[config.mk]
export PLATFORM = sky130hd
export DESIGN_NAME = lc3_regfile_cc
export DESIGN_NICKNAME = d
export VERILOG_FILES = /design/src/rtl/lc3_regfile_cc.sv
export SDC_FILE = /design/constraint.sdc
export NUM_CORES = 1
export LEC_CHECK = 0
export BUFFER_PORTS_ARGS = -buffer_cell sky130_fd_sc_hd__buf_2
export CAP_MARGIN = 5
export CORE_MARGIN = 2
export CORE_UTILIZATION = 35
export DETAILED_ROUTE_END_ITERATION = 8
export PLACE_DENSITY_LB_ADDON = 0.1
export SYNTH_ARGS = -nofsm -noshare
export SYNTH_HDL_FRONTEND = slang
export SYNTH_SLANG_ARGS = --single-unit
export TNS_END_PERCENT = 5
[constraint.sdc]
create_clock -name clk -period 14 [get_ports clk]
set_input_delay 0.7 -clock clk [delete_from_list [all_inputs] [get_ports clk]]
set_output_delay 0.7 -clock clk [all_outputs]
set_load 0.03 [all_outputs]
[src/rtl/lc3_regfile_cc.sv]
// LC-3 register file (R0-R7) with write-through read bypass, NZP condition-code
// register and BR condition evaluation. Sits directly upstream of the ALU.
module lc3_regfile_cc #(
  parameter int unsigned DATA_W   = 16,
  parameter logic [2:0]  CC_RESET = 3'b010
) (
  input  logic              clk,
  input  logic              reset,
  input  logic [2:0]        sr1,
  input  logic [2:0]        sr2,
  input  logic [2:0]        dr,
  input  logic [DATA_W-1:0] wdata,
  input  logic              reg_we,
  input  logic              ld_cc,
  input  logic [2:0]        br_nzp,
  output logic [DATA_W-1:0] ra,
  output logic [DATA_W-1:0] rb,
  output logic [2:0]        nzp,
  output logic              br_taken
);

  localparam int unsigned NumRegs = 8;

  logic [DATA_W-1:0] r_regs [NumRegs];
  logic [2:0]        r_nzp;

  logic [2:0]        w_cc_next;
  logic [DATA_W-1:0] w_ra;
  logic [DATA_W-1:0] w_rb;
  logic              w_byp_a;
  logic              w_byp_b;

  // Register storage: clear on reset, single write port otherwise. R0 is writable.
  always_ff @(posedge clk or posedge reset) begin
    if (reset) begin
      for (int i = 0; i < NumRegs; i++) begin
        r_regs[i] <= '0;
      end
    end else if (reg_we) begin
      r_regs[dr] <= wdata;
    end
  end

  // Classify the writeback value as a two's-complement number; exactly one bit set.
  always_comb begin
    w_cc_next = 3'b001;
    if (wdata[DATA_W-1]) begin
      w_cc_next = 3'b100;
    end else if (wdata == '0) begin
      w_cc_next = 3'b010;
    end
  end

  // Condition-code register, loaded independently of the register write enable.
  always_ff @(posedge clk or posedge reset) begin
    if (reset) begin
      r_nzp <= CC_RESET;
    end else if (ld_cc) begin
      r_nzp <= w_cc_next;
    end
  end

  // Combinational read ports with same-cycle bypass of the pending write.
  always_comb begin
    w_byp_a = reg_we && (dr == sr1);
    w_byp_b = reg_we && (dr == sr2);
    w_ra    = w_byp_a ? wdata : r_regs[sr1];
    w_rb    = w_byp_b ? wdata : r_regs[sr2];
    // Reset forces zero even if a write is being presented (bypass must not leak).
    if (reset) begin
      w_ra = '0;
      w_rb = '0;
    end
  end

  assign ra       = w_ra;
  assign rb       = w_rb;
  assign nzp      = r_nzp;
  // Uses the registered codes only; a same-cycle ld_cc does not affect the branch.
  assign br_taken = |(br_nzp & r_nzp);

endmodule

---- After elaboration in Yosys (flattened, before gate mapping) ----
Index checks and enable logic that the tools add are counted.
storage, ports and cells
  register bits ........................... 131
  input bits .............................. 32
  output and inout bits ................... 36
  logic and storage cells ................. 39
cells by class
  order comparisons ....................... 4
  equality and inequality tests ........... 2
  multiplexer cells ....................... 15
  bitwise logic cells ..................... 4
  reduce and logical (&&, ||, !) cells .... 5
operators by type and width
  operator                                                  count
  two-way mux 16 bit                                        9
  bitwise mux 128 bit                                       1
  binary-select mux 16 bit (select 3 bit)                   2
  demux 16 bit (select 3 bit)                               1
  logical NOT 16 bit                                        1
  greater-or-equal comparator 4 bit, second input constant  3
  NOT 3 -> 4 bit                                            3
  equality test 3 bit                                       2
  < comparator 4 x 1 -> 1 bit, second input constant        1
  bitwise AND 3 bit                                         1
  logical AND 1 bit                                         3
  two-way mux 3 bit                                         1
  OR reduction 3 bit                                        1
  two-way mux 2 bit                                         1

---- Depth between registers and ports, before layout ----
  depth in word-level cells ............... 6
  mapped depth ............................ 7
  mapped depth without buffers ............ 4

---- Worst setup path before layout ----
OpenSTA, ideal clock, no wires.
  kind .................................... in2out
  start ................................... input reset
  end ..................................... output ra[5]
  arrival ................................. 5.878 ns
  data required time ...................... 13.300 ns
  setup slack ............................. 7.422 ns
  stages on the path ...................... 4
  path buffers ............................ 1
  path through ............................ inv_1 -> clkbuf_1 -> o21ai_0 -> a21oi_1
between the ends
  cells in the longest elaborated chain, start to end .. 1
ends and longest elaborated chain
  element             line  text
  from (decl)         8     input logic reset,
  two-way mux 16 bit  70    if (reset) begin
  to (decl)           16    output logic [DATA_W-1:0] ra,
Every way passes these cells.

---- Worst setup path after layout ----
  start ................................... input reset
  end ..................................... output rb[1]
between the ends
  cells in the longest elaborated chain, start to end .. 1
ends and longest elaborated chain
  element             line  text
  two-way mux 16 bit  70
  to (decl)           17    output logic [DATA_W-1:0] rb,
Every way passes these cells.

==> impl_metrics.toml <==
[synthesis]
synth_top_area_frac = 0.433
synthDistinctLibCells = 31
synth_edf_count = 0
synthTopCellsByArea = "dfrtp_1 (43%), mux2_2 (17%), mux4_2 (10%)"
syn_area_sq_um = 7520
synth.most_common_cell = "dfrtp_1"
async_flop_share = 1.00
synth_common_cells = "dfrtp_1 (130), mux2_2 (111), a21oi_1 (62), mux2i_1 (62), mux4_2 (34)"
yosysSeqAreaShare = 0.436
synth.net_count = 606
avgSynthCellArea_sq_um = 13.1
yosys_warnings = 0
synthFlopType = "dfrtp_1"
syn_inst = 574
ys_ff_latch = 131
yosysTopAreaCell = "dfrtp_1"

[grt]
grt_pass1_vias = 5300
antenna_found_initial = 0
grt_max_degree = 102
grt_pass1_wl_um = 33600
grt_overflow = 0
track_usage = 0.205

[power_and_ir_drop]
p_leak_nw = 3.66
p_total_mw = 1.28
peakVddDrop_v = 0.0000618
p_per_area_nw_per_um2 = 150

[final_layout]
seq_area_sq_um = 3280
n_antenna_cell = 0
multi_input_area_sq_um = 3880
drive_gt1_frac = 0.462
nets = 642
fill_cells = 2002
area_growth_pct = 13.3

[detailed_routing]
drtIter0Drc = 314
drc = 0
vias_per_cell = 5.75
drt-total-wl_um = 22400
vias = 5165
routedWlPerCell_um = 24.9
drtAntennaViolNets = 0
drtPass1Iterations = 4

[floorplan]
io_pins = 68
fp.dieH_um = 151
initial_core_util = 0.358
die-area_sq_um = 22700
core_area_sq_um = 21000
placementRows = 53
die_w_um = 151

[cts]
clock_latency_ns = 0.42
root_buffer = "clkbuf_16"
ctsLongestPathBuffers = 2
post-cts-setup-buffers = 0
ctsResizeCount = 0
tritoncts = "yes"
cts_hold_buf = 0
cts_buffers = 17
cts.clk_slew.worst_paths_ns = 0.05
cts_num_sinks = 131
htreeDepth = 4

[sta]
slew_headroom = 0.337
finalMaxSlewViolations = 0
finalSetupViolations = 0
clock_skew_ns = 0
tightest_slew_ns = 0.991
final_hold_viol_count = 0
tns_ns = 0
fmax_mhz = 271
finalWorstSetupSlack_ns = 10.30
whs_ns = 0.444
period_share = 0.264
rsz0062_at_grt = "false"
post-route-min-period_ns = 3.70

[critical_path]
crit_path_max_incr_delay_ns = 0.74
cp_common_cell = "buf_2"
worstSetupEndpointType = "output port"
path_class = "input pin to output port"
cp.required_ns = 13.30
cp.arrival_ns = 3.00
path_max_fanout = 101
start_kind = "input pin"
cp_cell_sequence = "buf_2, inv_6, buf_4, o21ai_0, a21oi_1, buf_2"
worst_path_max_delay_cell = "buf_4"

[worst_hold_path]
hold_path.class = "input pin to async pin"

[place]
place_congestion = 0.734
dpl.hpwl_um = 13200
place_worst_setup_slack_ns = 10.26
place.port_buffers = 67

[flow_run]
cap_violations = 0

[run_status]
status = "completed"
==> report_power, final <==
group	internal, mW	switching (mW)
Sequential	0.462	0.0617
Combinational	0.162	0.150
Clock	0.270	0.173
Total	0.894	0.384
==> flip-flops by register name (all words and copies together) (netlist names) <==
name and count:
r_regs 128, nzp 3
==> through the flow <==
stage / area [sq um] / utilization / cells
detailed placement: 7930 / 0.377 / 866
finish: 8520 / 0.405 / 898
floorplan: 7520 / - / 574
global route: 8520 / 0.405 / 898
global placement: 7930 / 0.377 / 866
CTS: 8520 / 0.405 / 898
==> final timing paths <==
| check | startpoint | endpoint | slack (ns) | cells after the start |
|---|---|---|---|---|
| max reg2reg | r_regs[87]$_DFFE_PP0P_ | r_regs[87]$_DFFE_PP0P_ | 13.20 | 1 |
| min | reset | r_regs[10]$_DFFE_PP0P_ | 0.44 | 2 |
| min reg2reg | r_regs[3]$_DFFE_PP0P_ | r_regs[3]$_DFFE_PP0P_ | 0.53 | 1 |
| max | reset | rb[1] | 10.30 | 6 |
| max in group asynchronous | reset | r_regs[55]$_DFFE_PP0P_ | 12.25 | 3 |
| min in group clk | r_regs[3]$_DFFE_PP0P_ | r_regs[3]$_DFFE_PP0P_ | 0.53 | 1 |
==> layer usage <==
layer | wire length, um | GRT usage
met5 | 0 | 0
met4 | 438 | 0.0651
met3 | 887 | 0.0345
met2 | 10900 | 0.329
met1 | 10200 | 0.284
==> critical path: cells and delay by family <==
| kind | cells | cell delay, ns |
|---|---|---|
| buffers and inverters | 4 | 1.70 |
| AOI/OAI and AO/OA | 2 | 0.51 |
==> cell families after synthesis <==
logic type             share of synthesized area
XOR/XNOR                                 0.00699
AO/OA/AOI/OAI                             0.0889
multiplexers                               0.391
buffers and inverters                     0.0479
flip-flops                                 0.436
AND/OR/NAND/NOR                           0.0293
==> layout by cell type (no fill, tap or decap), drive strengths merged, types with 4 or more instances in the layout <==
cell type  synthesis  final
xnor2              6      6
o21ai             32     32
buf               36     78
mux2i             62     62
clkinvlp           0      5
o22ai             30     30
dfrtp            130    130
clkinv             0      6
mux4              34     34
nor4               4      4
mux2             131    131
clkbuf            25     19
a21oi             62     62
==> cell type report <==
type,instances,area share
sequential,131,0.385
clock buffer,19,0.0532
timing repair buffer,78,0.0491
multi-input combinational,380,0.455
inverter,2,0.00147
clock inverter,13,0.0159
tap,275,0.0404
No activity file was read; power rests on OpenSTA's default activity.
